`config.mk`:
```
export PLATFORM = sky130hd
export DESIGN_NAME = i2c_target_ctrl_flat
export DESIGN_NICKNAME = d
export VERILOG_FILES = /design/src/rtl/i2c_pkg.sv /design/src/rtl/i2c_target_ctrl_if.sv /design/src/rtl/i2c_line_filter.sv /design/src/rtl/i2c_target_ctrl.sv /design/src/flat_wrapper.sv
export SDC_FILE = /design/constraint.sdc
export NUM_CORES = 1
export LEC_CHECK = 0
export ABC_AREA = 1
export CORE_MARGIN = 3
export CORE_UTILIZATION = 40
export CTS_CLUSTER_SIZE = 14
export DETAILED_ROUTE_END_ITERATION = 10
export PLACE_DENSITY = 0.72
export SETUP_SLACK_MARGIN = 0.1
export SYNTH_ARGS = -nofsm -noshare
export SYNTH_HDL_FRONTEND = slang
export SYNTH_HIERARCHICAL = 1
export SYNTH_SLANG_ARGS = --single-unit
export TNS_END_PERCENT = 50
```
`constraint.sdc`:
```
create_clock -name system_clock -period 2.1 [get_ports system_clock]
set_input_delay 0.42 -clock system_clock [delete_from_list [all_inputs] [get_ports system_clock]]
set_output_delay 0.42 -clock system_clock [all_outputs]
set_load 0.02 [all_outputs]
```
`src/rtl/i2c_pkg.sv`:
```
// Shared types and widths for the I2C target controller.
package i2c_pkg;

  localparam int I2C_ADDR_W        = 7;
  localparam int I2C_BYTE_W        = 8;
  localparam int I2C_BITS_PER_XFER = 9;

  typedef enum logic [3:0] {
    ST_IDLE,
    ST_ADDR,
    ST_ADDR_ACK,
    ST_PTR,
    ST_PTR_ACK,
    ST_WDATA,
    ST_WDATA_ACK,
    ST_RDATA,
    ST_RACK,
    ST_IGNORE
  } i2c_tgt_state_e;

endpackage

```
`src/rtl/i2c_target_ctrl_if.sv`:
```
// Bus-side and application-side signals of the I2C target controller.
interface i2c_target_ctrl_if
  import i2c_pkg::*;
#(
  parameter int PTR_W = 8
);
  logic                  scl_i;
  logic                  sda_i;
  logic                  sda_drive_low;
  logic                  busy;
  logic                  wr_valid;
  logic [PTR_W-1:0]      wr_ptr;
  logic [I2C_BYTE_W-1:0] wr_data;
  logic                  rd_strobe;
  logic [PTR_W-1:0]      rd_ptr;
  logic [I2C_BYTE_W-1:0] rd_data;

  modport slave (
    input  scl_i, sda_i, rd_data,
    output sda_drive_low, busy, wr_valid, wr_ptr, wr_data, rd_strobe, rd_ptr
  );

  modport master (
    output scl_i, sda_i, rd_data,
    input  sda_drive_low, busy, wr_valid, wr_ptr, wr_data, rd_strobe, rd_ptr
  );
endinterface

```
`src/rtl/i2c_line_filter.sv`:
```
// Two-flop synchronizer plus a stable-sample filter; emits one-cycle rise/fall
// pulses in the same cycle the filtered level changes.
module i2c_line_filter #(
  parameter int   FILTER_LEN = 2,
  parameter logic RESET_VAL  = 1'b1
) (
  input  logic clk_i,
  input  logic rst_ni,
  input  logic line_i,
  output logic level_o,
  output logic rise_o,
  output logic fall_o
);
  localparam int CNT_W = $clog2(FILTER_LEN) + 1;

  logic [1:0]       sync_q;
  logic             level_q, level_d;
  logic             rise_q, fall_q;
  logic             accept;
  logic [CNT_W-1:0] cnt_q, cnt_d;

  // A change is accepted only after FILTER_LEN consecutive differing samples.
  always_comb begin
    accept  = 1'b0;
    level_d = level_q;
    cnt_d   = '0;
    if (sync_q[1] != level_q) begin
      if (cnt_q == CNT_W'(FILTER_LEN - 1)) begin
        accept  = 1'b1;
        level_d = sync_q[1];
      end else begin
        cnt_d = cnt_q + CNT_W'(1);
      end
    end
  end

  always_ff @(posedge clk_i or negedge rst_ni) begin
    if (!rst_ni) begin
      sync_q  <= {2{RESET_VAL}};
      level_q <= RESET_VAL;
      cnt_q   <= '0;
      rise_q  <= 1'b0;
      fall_q  <= 1'b0;
    end else begin
      sync_q  <= {sync_q[0], line_i};
      level_q <= level_d;
      cnt_q   <= cnt_d;
      rise_q  <= accept & sync_q[1];
      fall_q  <= accept & ~sync_q[1];
    end
  end

  assign level_o = level_q;
  assign rise_o  = rise_q;
  assign fall_o  = fall_q;
endmodule

```
`src/rtl/i2c_target_ctrl.sv`:
```
// I2C target: START/STOP detection, address match, pointer/write/read byte
// handling with an auto-incrementing register pointer.
module i2c_target_ctrl
  import i2c_pkg::*;
#(
  parameter logic [I2C_ADDR_W-1:0] TARGET_ADDR = 7'h50,
  parameter int                    FILTER_LEN  = 2,
  parameter int                    PTR_W       = 8
) (
  input logic               system_clock,
  input logic               reset_n,
  i2c_target_ctrl_if.slave  bus
);
  localparam int CNT_W = $clog2(I2C_BITS_PER_XFER + 1);

  localparam logic [3:0] IDLE      = ST_IDLE;
  localparam logic [3:0] ADDR      = ST_ADDR;
  localparam logic [3:0] ADDR_ACK  = ST_ADDR_ACK;
  localparam logic [3:0] PTR       = ST_PTR;
  localparam logic [3:0] PTR_ACK   = ST_PTR_ACK;
  localparam logic [3:0] WDATA     = ST_WDATA;
  localparam logic [3:0] WDATA_ACK = ST_WDATA_ACK;
  localparam logic [3:0] RDATA     = ST_RDATA;
  localparam logic [3:0] RACK      = ST_RACK;
  localparam logic [3:0] IGNORE    = ST_IGNORE;

  logic scl_lvl, scl_rise, scl_fall;
  logic sda_lvl, sda_rise, sda_fall;
  logic start_evt, stop_evt;

  logic [3:0]            state_q, state_d;
  logic [CNT_W-1:0]      bitcnt_q, bitcnt_d;
  logic [I2C_BYTE_W-1:0] shift_q, shift_d;
  logic [PTR_W-1:0]      ptr_q, ptr_d;
  logic                  sda_q, sda_d;
  logic                  busy_q, busy_d;
  logic                  rw_q, rw_d;
  logic                  nack_q, nack_d;
  logic                  load_rd, wr_valid_c, rd_strobe_c;

  i2c_line_filter #(.FILTER_LEN(FILTER_LEN), .RESET_VAL(1'b1)) u_scl_filt (
    .clk_i  (system_clock),
    .rst_ni (reset_n),
    .line_i (bus.scl_i),
    .level_o(scl_lvl),
    .rise_o (scl_rise),
    .fall_o (scl_fall)
  );

  i2c_line_filter #(.FILTER_LEN(FILTER_LEN), .RESET_VAL(1'b1)) u_sda_filt (
    .clk_i  (system_clock),
    .rst_ni (reset_n),
    .line_i (bus.sda_i),
    .level_o(sda_lvl),
    .rise_o (sda_rise),
    .fall_o (sda_fall)
  );

  assign start_evt = sda_fall & scl_lvl;
  assign stop_evt  = sda_rise & scl_lvl;

  // Bus conditions win over any bit event arriving in the same cycle.
  always_comb begin
    state_d     = state_q;
    bitcnt_d    = bitcnt_q;
    shift_d     = shift_q;
    ptr_d       = ptr_q;
    sda_d       = sda_q;
    busy_d      = busy_q;
    rw_d        = rw_q;
    nack_d      = nack_q;
    load_rd     = 1'b0;
    wr_valid_c  = 1'b0;
    rd_strobe_c = 1'b0;

    if (start_evt) begin
      busy_d   = 1'b1;
      bitcnt_d = '0;
      sda_d    = 1'b0;
      state_d  = ADDR;
    end else if (stop_evt) begin
      busy_d  = 1'b0;
      sda_d   = 1'b0;
      state_d = IDLE;
    end else begin
      case (state_q)
        ADDR, PTR, WDATA: begin
          if (scl_rise) begin
            shift_d  = {shift_q[I2C_BYTE_W-2:0], sda_lvl};
            bitcnt_d = bitcnt_q + CNT_W'(1);
          end else if (scl_fall && bitcnt_q == CNT_W'(I2C_BYTE_W)) begin
            bitcnt_d = '0;
            if (state_q == ADDR) begin
              if (shift_q[I2C_BYTE_W-1:1] == TARGET_ADDR) begin
                sda_d   = 1'b1;
                rw_d    = shift_q[0];
                state_d = ADDR_ACK;
              end else begin
                state_d = IGNORE;
              end
            end else if (state_q == PTR) begin
              ptr_d   = PTR_W'(shift_q);
              sda_d   = 1'b1;
              state_d = PTR_ACK;
            end else begin
              wr_valid_c = 1'b1;
              ptr_d      = ptr_q + PTR_W'(1);
              sda_d      = 1'b1;
              state_d    = WDATA_ACK;
            end
          end
        end
        ADDR_ACK, PTR_ACK, WDATA_ACK: begin
          if (scl_fall) begin
            sda_d    = 1'b0;
            bitcnt_d = '0;
            if (state_q == ADDR_ACK) begin
              if (rw_q) load_rd = 1'b1;
              else      state_d = PTR;
            end else begin
              state_d = WDATA;
            end
          end
        end
        RDATA: begin
          if (scl_rise) begin
            bitcnt_d = bitcnt_q + CNT_W'(1);
          end else if (scl_fall) begin
            if (bitcnt_q == CNT_W'(I2C_BYTE_W)) begin
              sda_d   = 1'b0;
              state_d = RACK;
            end else begin
              shift_d = {shift_q[I2C_BYTE_W-2:0], 1'b0};
              sda_d   = ~shift_q[I2C_BYTE_W-2];
            end
          end
        end
        RACK: begin
          if (scl_rise) begin
            nack_d = sda_lvl;
          end else if (scl_fall) begin
            if (!nack_q) load_rd = 1'b1;
            else         state_d = IGNORE;
          end
        end
        IDLE, IGNORE: ;
        default: state_d = IDLE;
      endcase

      // rd_data is sampled in the strobe cycle; its MSB goes straight onto the wire.
      if (load_rd) begin
        rd_strobe_c = 1'b1;
        shift_d     = bus.rd_data;
        sda_d       = ~bus.rd_data[I2C_BYTE_W-1];
        ptr_d       = ptr_q + PTR_W'(1);
        bitcnt_d    = '0;
        state_d     = RDATA;
      end
    end
  end

  always_ff @(posedge system_clock or negedge reset_n) begin
    if (!reset_n) begin
      state_q  <= IDLE;
      bitcnt_q <= '0;
      shift_q  <= '0;
      ptr_q    <= '0;
      sda_q    <= 1'b0;
      busy_q   <= 1'b0;
      rw_q     <= 1'b0;
      nack_q   <= 1'b0;
    end else begin
      state_q  <= state_d;
      bitcnt_q <= bitcnt_d;
      shift_q  <= shift_d;
      ptr_q    <= ptr_d;
      sda_q    <= sda_d;
      busy_q   <= busy_d;
      rw_q     <= rw_d;
      nack_q   <= nack_d;
    end
  end

  assign bus.sda_drive_low = sda_q & ~(start_evt | stop_evt);
  assign bus.busy          = busy_q;
  assign bus.wr_valid      = wr_valid_c;
  assign bus.wr_ptr        = ptr_q;
  assign bus.wr_data       = shift_q;
  assign bus.rd_strobe     = rd_strobe_c;
  assign bus.rd_ptr        = ptr_q;
endmodule

```
`src/flat_wrapper.sv`:
```
// flat-port wrapper written by rule: the top's interface ports become plain ports
module i2c_target_ctrl_flat import i2c_pkg::*;
#(
  parameter logic [I2C_ADDR_W-1:0] TARGET_ADDR = 7'h50,
  parameter int                    FILTER_LEN  = 2,
  parameter int                    PTR_W       = 8
)
  (system_clock, reset_n, bus_scl_i, bus_sda_i, bus_rd_data, bus_sda_drive_low, bus_busy, bus_wr_valid, bus_wr_ptr, bus_wr_data, bus_rd_strobe, bus_rd_ptr);
  i2c_target_ctrl_if #(.PTR_W(PTR_W)) bus_i ();
  input logic system_clock;
  input logic reset_n;
  input wire logic [$bits(bus_i.scl_i)-1:0] bus_scl_i;
  input wire logic [$bits(bus_i.sda_i)-1:0] bus_sda_i;
  input wire logic [$bits(bus_i.rd_data)-1:0] bus_rd_data;
  output wire logic [$bits(bus_i.sda_drive_low)-1:0] bus_sda_drive_low;
  output wire logic [$bits(bus_i.busy)-1:0] bus_busy;
  output wire logic [$bits(bus_i.wr_valid)-1:0] bus_wr_valid;
  output wire logic [$bits(bus_i.wr_ptr)-1:0] bus_wr_ptr;
  output wire logic [$bits(bus_i.wr_data)-1:0] bus_wr_data;
  output wire logic [$bits(bus_i.rd_strobe)-1:0] bus_rd_strobe;
  output wire logic [$bits(bus_i.rd_ptr)-1:0] bus_rd_ptr;
  assign bus_i.scl_i = bus_scl_i;
  assign bus_i.sda_i = bus_sda_i;
  assign bus_i.rd_data = bus_rd_data;
  assign bus_sda_drive_low = bus_i.sda_drive_low;
  assign bus_busy = bus_i.busy;
  assign bus_wr_valid = bus_i.wr_valid;
  assign bus_wr_ptr = bus_i.wr_ptr;
  assign bus_wr_data = bus_i.wr_data;
  assign bus_rd_strobe = bus_i.rd_strobe;
  assign bus_rd_ptr = bus_i.rd_ptr;
  i2c_target_ctrl #(.TARGET_ADDR(TARGET_ADDR), .FILTER_LEN(FILTER_LEN), .PTR_W(PTR_W)) u_core (.system_clock(system_clock), .reset_n(reset_n), .bus(bus_i));
endmodule
```
Word level (Yosys, flattened, before mapping)
Cells that the tools add are included.
{"block": "classes", "n_addsub": 4, "n_eq_ne": 37, "muxes": 79, "bitwise_logic": 16, "n_reduce_logical": 20}
{"cell": "two-way mux 4 bit", "count": 23}
{"cell": "two-way mux 8 bit", "count": 11}
{"cell": "two-way mux 1 bit", "count": 35}
{"cell": "!= test 5 x 2 -> 1 bit, second input constant", "count": 7}
{"cell": "AND reduction 7 bit", "count": 3}
{"cell": "one-hot mux 4 bit (5 select lines)", "count": 1}
{"cell": "equality test 4 x 3 -> 1 bit, second input constant", "count": 4}
{"cell": "one-hot mux 8 bit (2 select lines)", "count": 1}
{"cell": "!= test 5 x 1 -> 1 bit, second input constant", "count": 3}
{"cell": "equality test 4 bit, second input constant", "count": 3}
{"cell": "!= test 6 x 4 -> 1 bit, second input constant", "count": 2}
{"cell": "one-hot mux 4 bit (3 select lines)", "count": 1}
{"cell": "AND reduction 11 bit", "count": 1}
{"cell": "two-way mux 2 bit", "count": 5}
{"cell": "!= test 3 x 2 -> 1 bit, second input constant", "count": 3}
{"cell": "adder 8 x 1 -> 8 bit, second input constant", "count": 1}
{"cell": "equality test 4 x 2 -> 1 bit, second input constant", "count": 2}
{"cell": "!= test 4 x 2 -> 1 bit, second input constant", "count": 2}
{"cell": "inverter 1 bit", "count": 8}
{"cell": "bitwise AND 1 bit", "count": 7}
{"cell": "equality test 7 bit, second input constant", "count": 1}
{"cell": "AND reduction 6 bit", "count": 1}
{"cell": "nonzero test 2 bit", "count": 3}
{"cell": "nonzero test 6 bit", "count": 1}
{"cell": "21 further kinds", "count": 27}
{"block": "word_totals", "reg_bits": 42, "elab_cells": 174}

Depth between registers and ports, before layout
{"block": "logic_depth", "ltp_word": 9, "depth_mapped": 12, "ltp_nobuf": 12}

Hierarchy
Netlist, hierarchy kept.
{"module": "i2c_target_ctrl", "instances": 1, "cells_each": 327, "area_each_um2": 2109.5}
{"module": "i2c_line_filter", "instances": 2, "cells_each": 25, "area_each_um2": 247.7}

Least setup slack after synthesis
No wires, ideal clock.
{"block": "synth_path", "kind": "register to output", "startpoint": "register u_core.bitcnt_q[0]", "endpoint": "output port bus_wr_valid", "arrival_time_ps": 1417, "required_ps": 1680, "setup_slack_ps": 263, "stages_incl_launch_ff": 7, "path_buffers": 0, "path_cell_list": "dfrtp_1 -> inv_1 -> ha_1 -> nand3b_1 -> nor2_1 -> nand2_1 -> nor3_1"}
{"block": "synth_between", "elab_chain_cells": 7}
{"element": "start, declared", "line": "i2c_target_ctrl.sv:32", "rtl": "logic [CNT_W-1:0] bitcnt_q, bitcnt_d;"}
{"element": "start signal, assigned", "line": "i2c_target_ctrl.sv:174", "rtl": "bitcnt_q <= bitcnt_d;"}
{"element": "equality test 4 bit", "line": "i2c_target_ctrl.sv:91", "rtl": "end else if (scl_fall && bitcnt_q == CNT_W'(I2C_BYTE_W)) begin"}
{"element": "logical AND 1 bit", "line": "i2c_target_ctrl.sv:91"}
{"element": "two-way mux 1 bit", "line": "i2c_target_ctrl.sv:91"}
{"element": "two-way mux 1 bit", "line": "i2c_target_ctrl.sv:88", "rtl": "if (scl_rise) begin"}
{"element": "two-way mux 1 bit", "line": "i2c_target_ctrl.sv:86", "rtl": "case (state_q)"}
{"element": "two-way mux 1 bit", "line": "i2c_target_ctrl.sv:81", "rtl": "end else if (stop_evt) begin"}
{"element": "two-way mux 1 bit", "line": "i2c_target_ctrl.sv:76", "rtl": "if (start_evt) begin"}
{"element": "end, declared", "line": "flat_wrapper.sv:17", "rtl": "output wire logic [$bits(bus_i.wr_valid)-1:0] bus_wr_valid;"}
No other way between the ends.

Worst setup path in the final report
{"block": "layout_path", "startpoint": "register u_core.u_scl_filt.level_q, in the netlist u_core/u_scl_filt/level_o", "endpoint": "output port bus_sda_drive_low"}
{"block": "layout_between", "elab_chain_cells": 4, "elab_cells_between_ends": 5, "cone_classes": "5 x bitwise"}
{"element": "start, declared", "line": "i2c_line_filter.sv:17", "rtl": "logic level_q, level_d;"}
{"element": "start signal, assigned", "line": "i2c_line_filter.sv:46", "rtl": "level_q <= level_d;"}
{"element": "bitwise AND 1 bit (on tied branches)", "line": "i2c_target_ctrl.sv:59, i2c_target_ctrl.sv:60"}
{"element": "bitwise OR 1 bit *", "line": "i2c_target_ctrl.sv:184", "rtl": "assign bus.sda_drive_low = sda_q & ~(start_evt | stop_evt);"}
{"element": "inverter 1 bit *", "line": "i2c_target_ctrl.sv:184"}
{"element": "bitwise AND 1 bit *", "line": "i2c_target_ctrl.sv:184"}
{"element": "end, declared", "line": "flat_wrapper.sv:15", "rtl": "output wire logic [$bits(bus_i.sda_drive_low)-1:0] bus_sda_drive_low;"}
Mark *: on every way between the ends. The rest lies on a longest branch, timed or not.

==> impl_metrics.csv <==
group,metric,value,unit
floorplan,die_h,86.7,um
clocking,ctsHtreeMaxLevel,2,
floorplan,io_pins,40,
timing,whs,0.0813,ns
place,place_hpwl,5110,um
timing,setup_violations,0,
yosys,synth_top_area_share,0.346,
place,gp_congestion,0.938,
yosys,yosysWarnings,6,
detailed_routing,wl_met1,3030,um
power_and_ir_drop,p_total,3880,uW
floorplan,rows,28,
floorplan,die_area,7520,sq um
clocking,cts.sinks,42,
worst_setup_path,worstPathArrival,1.51,ns
yosys,synth_area_leader_cell,"dfrtp_1",
yosys,synth_cells,377,
detailed_routing,dr.pass1.iters,4,
worst_setup_path,startpoint_type,"flip-flop",
detailed_routing,met2_wirelength,3130,um
worst_setup_path,r2r_start,"u_core/state_q[0]",
final_layout,drive_above_1_share,0.141,
clocking,cts_made_buffers,5,
worst_setup_path,cp_max_fo,5,
detailed_routing,via_count,2470,
floorplan,start_util,0.427,
timing,fin_skew,0.00922,ns
global_routing,grt_usage,0.188,
worst_setup_path,end_kind,"output port",
place,post_dp_cell_area,3150,sq um
run_status,status,"completed",
yosys,synth-seq-area-share,0.406,
timing,fin_setup_tns,0,ns
yosys,ys_types,32,
timing,rsz0062_at_grt,"yes",
final_layout,num_antenna_cells,0,
timing,period_minus_slack,1.93,ns
global_routing,antenna_found_initial,0,
timing,finalHoldViolations,0,
global_routing,gr-total-overflow,0,
place,port_buffers,39,
timing,worstMarginPinSlew,0.501,ns
detailed_routing,highest_layer,"met4",
yosys,synth.area.top_cells,"dfrtp_1 (35%), nand2_1 (20%), nor2_1 (7.2%)",
timing,max_slew_margin,0.662,
global_routing,grt_start_max_net_pins,24,
global_routing,grt_pass1_wl,11200,um
floorplan,core,6100,sq um
power_and_ir_drop,ir_drop,0.000613,V
timing,period_share,0.921,
final_layout,area_growth,24.9,%
run,maxCapViolCount,0,
clocking,clk_latency,0.30,ns
detailed_routing,wl_met3,345,um
worst_setup_path,rrSetupSlack,0.34,ns
global_routing,grt_pass1_vias,2312,
yosys,syn_nets,392,
power_and_ir_drop,power.leakage,0.00165,uW
final_layout,final_nets,446,
timing,drv_slew,0,
detailed_routing,wirelength,6530,um
clocking,cts-root-buf,"clkbuf_8",
worst_setup_path,ff2ff_path_depth,9,
detailed_routing,first_iter_violations,172,
timing,fmax,0.517,GHz
clocking,cts_buffer_depth,2,
worst_setup_path,crit_type,"reg -> out",
yosys,syn-mean-instance-area,6.91,sq um
detailed_routing,post-route-drc-count,0,
final_layout,finalInstanceArea,3250,sq um
clocking,clk_pin_slew,0.08,ns
detailed_routing,antenna_left,0,
yosys,synth_area,2600,sq um
yosys,synth_seq_cells,42,
detailed_routing,wl_per_cell,12.9,um
worst_hold_path,hold_class,"in -> async",
worst_setup_path,critPathRequiredTime,1.68,ns
floorplan,die_w,86.7,um
detailed_routing,vias_per_cell,4.87,
worst_setup_path,r2r_end,"u_core/state_q[2]",
power_and_ir_drop,powerDensity,1190,nW/um^2
clocking,cts_tree,"done",
[logic make-up (layout without fill, tap and decap cells)]
logic type               count (synthesis)  count (layout)  share of synthesized area
AND/OR/NAND/NOR                        234             234                      0.388
XOR/XNOR                                 5               5                     0.0168
buffers and inverters                   55             110                     0.0961
adder cells (fa/ha/maj)                  3               3                     0.0144
flip-flops                              42              42                      0.406
AO/OA/AOI/OAI                           38              38                     0.0783
[metal layers]
metal | up-vias | GRT usage
met1 | 1121 | 0.266
li1 | 1287 | -
met5 | - | 0
met4 | 0 | 0.0439
met2 | 60 | 0.297
met3 | 2 | 0.0352
[how the worst max path moves through the flow]
stage	slack, ns	cells after the start	startpoint	end
after floorplan	0.26	6	u_core/bitcnt_q[0]	bus_wr_valid
after global placement	0.04	7	u_core/bitcnt_q[0]	bus_wr_valid
after detailed placement	0.01	7	u_core/bitcnt_q[0]	bus_wr_valid
after CTS	0.13	7	u_core/bitcnt_q[0]	bus_wr_valid
after global routing	0.05	7	u_core/bitcnt_q[0]	bus_wr_valid
final	0.17	5	u_core/u_scl_filt/level_o	bus_sda_drive_low
[registers in the layout, summed over array words and instances (netlist names), 2 cells and up]
name,count
u_core/u_scl_filt/cnt_q,2
u_core/state_q,4
u_core/u_scl_filt/sync_q,2
u_core/bus.wr_data,8
u_core/u_sda_filt/sync_q,2
u_core/u_sda_filt/cnt_q,2
u_core/bitcnt_q,4
u_core/bus.rd_ptr,8
[critical path, stage by stage, from the launching register on]
cell and delay (ns):
dfstp_2 0.57, nand2_1 0.07, nand2_1 0.10, buf_4 0.13, nor2_1 0.05, dlygate4sd2_1 0.31
[through the flow]
step            util  setup slack [ns]  instances
2_1_floorplan      -             0.263        377
3_3_place_gp   0.517            0.0426        498
3_5_place_dp   0.517            0.0122        498
4_1_cts        0.531             0.131        506
5_1_grt        0.534            0.0530        507
6_report       0.534             0.165        507
[placed cells by master, fill, tap and decap left out, types with 2 or more instances in the layout]
cell type | synthesis | layout
a21oi_1 | 6 | 6
a31oi_1 | 2 | 2
buf_2 | 1 | 2
buf_4 | 9 | 20
clkbuf_8 | 0 | 6
clkdlybuf4s50_1 | 0 | 35
dfrtp_1 | 36 | 35
dfstp_2 | 6 | 6
ha_1 | 3 | 3
inv_1 | 36 | 36
inv_2 | 5 | 5
nand2_1 | 138 | 138
nand2_2 | 5 | 5
nand2_4 | 4 | 4
nand3_1 | 15 | 15
nand3_2 | 3 | 3
nand3b_1 | 2 | 2
nand4_1 | 11 | 11
nor2_1 | 50 | 49
nor2_2 | 2 | 3
o211ai_1 | 2 | 2
o21ai_0 | 23 | 23
o21ai_1 | 3 | 3
xor2_1 | 4 | 4
[layout make-up]
type                    count  area (sq um)
flip-flops and latches     42          1060
clock inverters             1          8.76
repair buffers             59           539
inverters                  43           163
fillers                   595          2840
clock buffers               7          86.3
multi-input cells         280          1300
well taps                  75          93.8
[synth_stat cells]
library cell	instances
buf_2	1
clkinv_2	1
inv_1	36
nor3_1	2
nand4_1	11
inv_2	5
dfrtp_1	36
ha_1	3
buf_6	1
o21ai_0	23
o31ai_1	1
nand3_1	15
nand2_2	5
a31oi_1	2
nand2_4	4
nor2_1	50
clkbuf_1	1
o211ai_1	2
a21oi_1	6
xnor2_1	1
nand2_1	138
dfstp_2	6
clkinv_1	1
nand3b_1	2
xor2_1	4
nor2_4	1
o21ai_2	1
nand3_2	3
buf_4	9
nor2_2	2
and3_1	1
o21ai_1	3
[power breakdown]
group          internal (uW)  switching (uW)
clock                    272             296
sequential              1020             198
combinational            758            1330
[repair_timing]
action                                  4_1_cts  5_1_grt
hold buffers                                  0        0
cloned                                        0        0
resized for setup                            11        3
endpoints found under the setup margin        3        3
setup buffers                                 0        1
(Power assumes the default switching activity.)
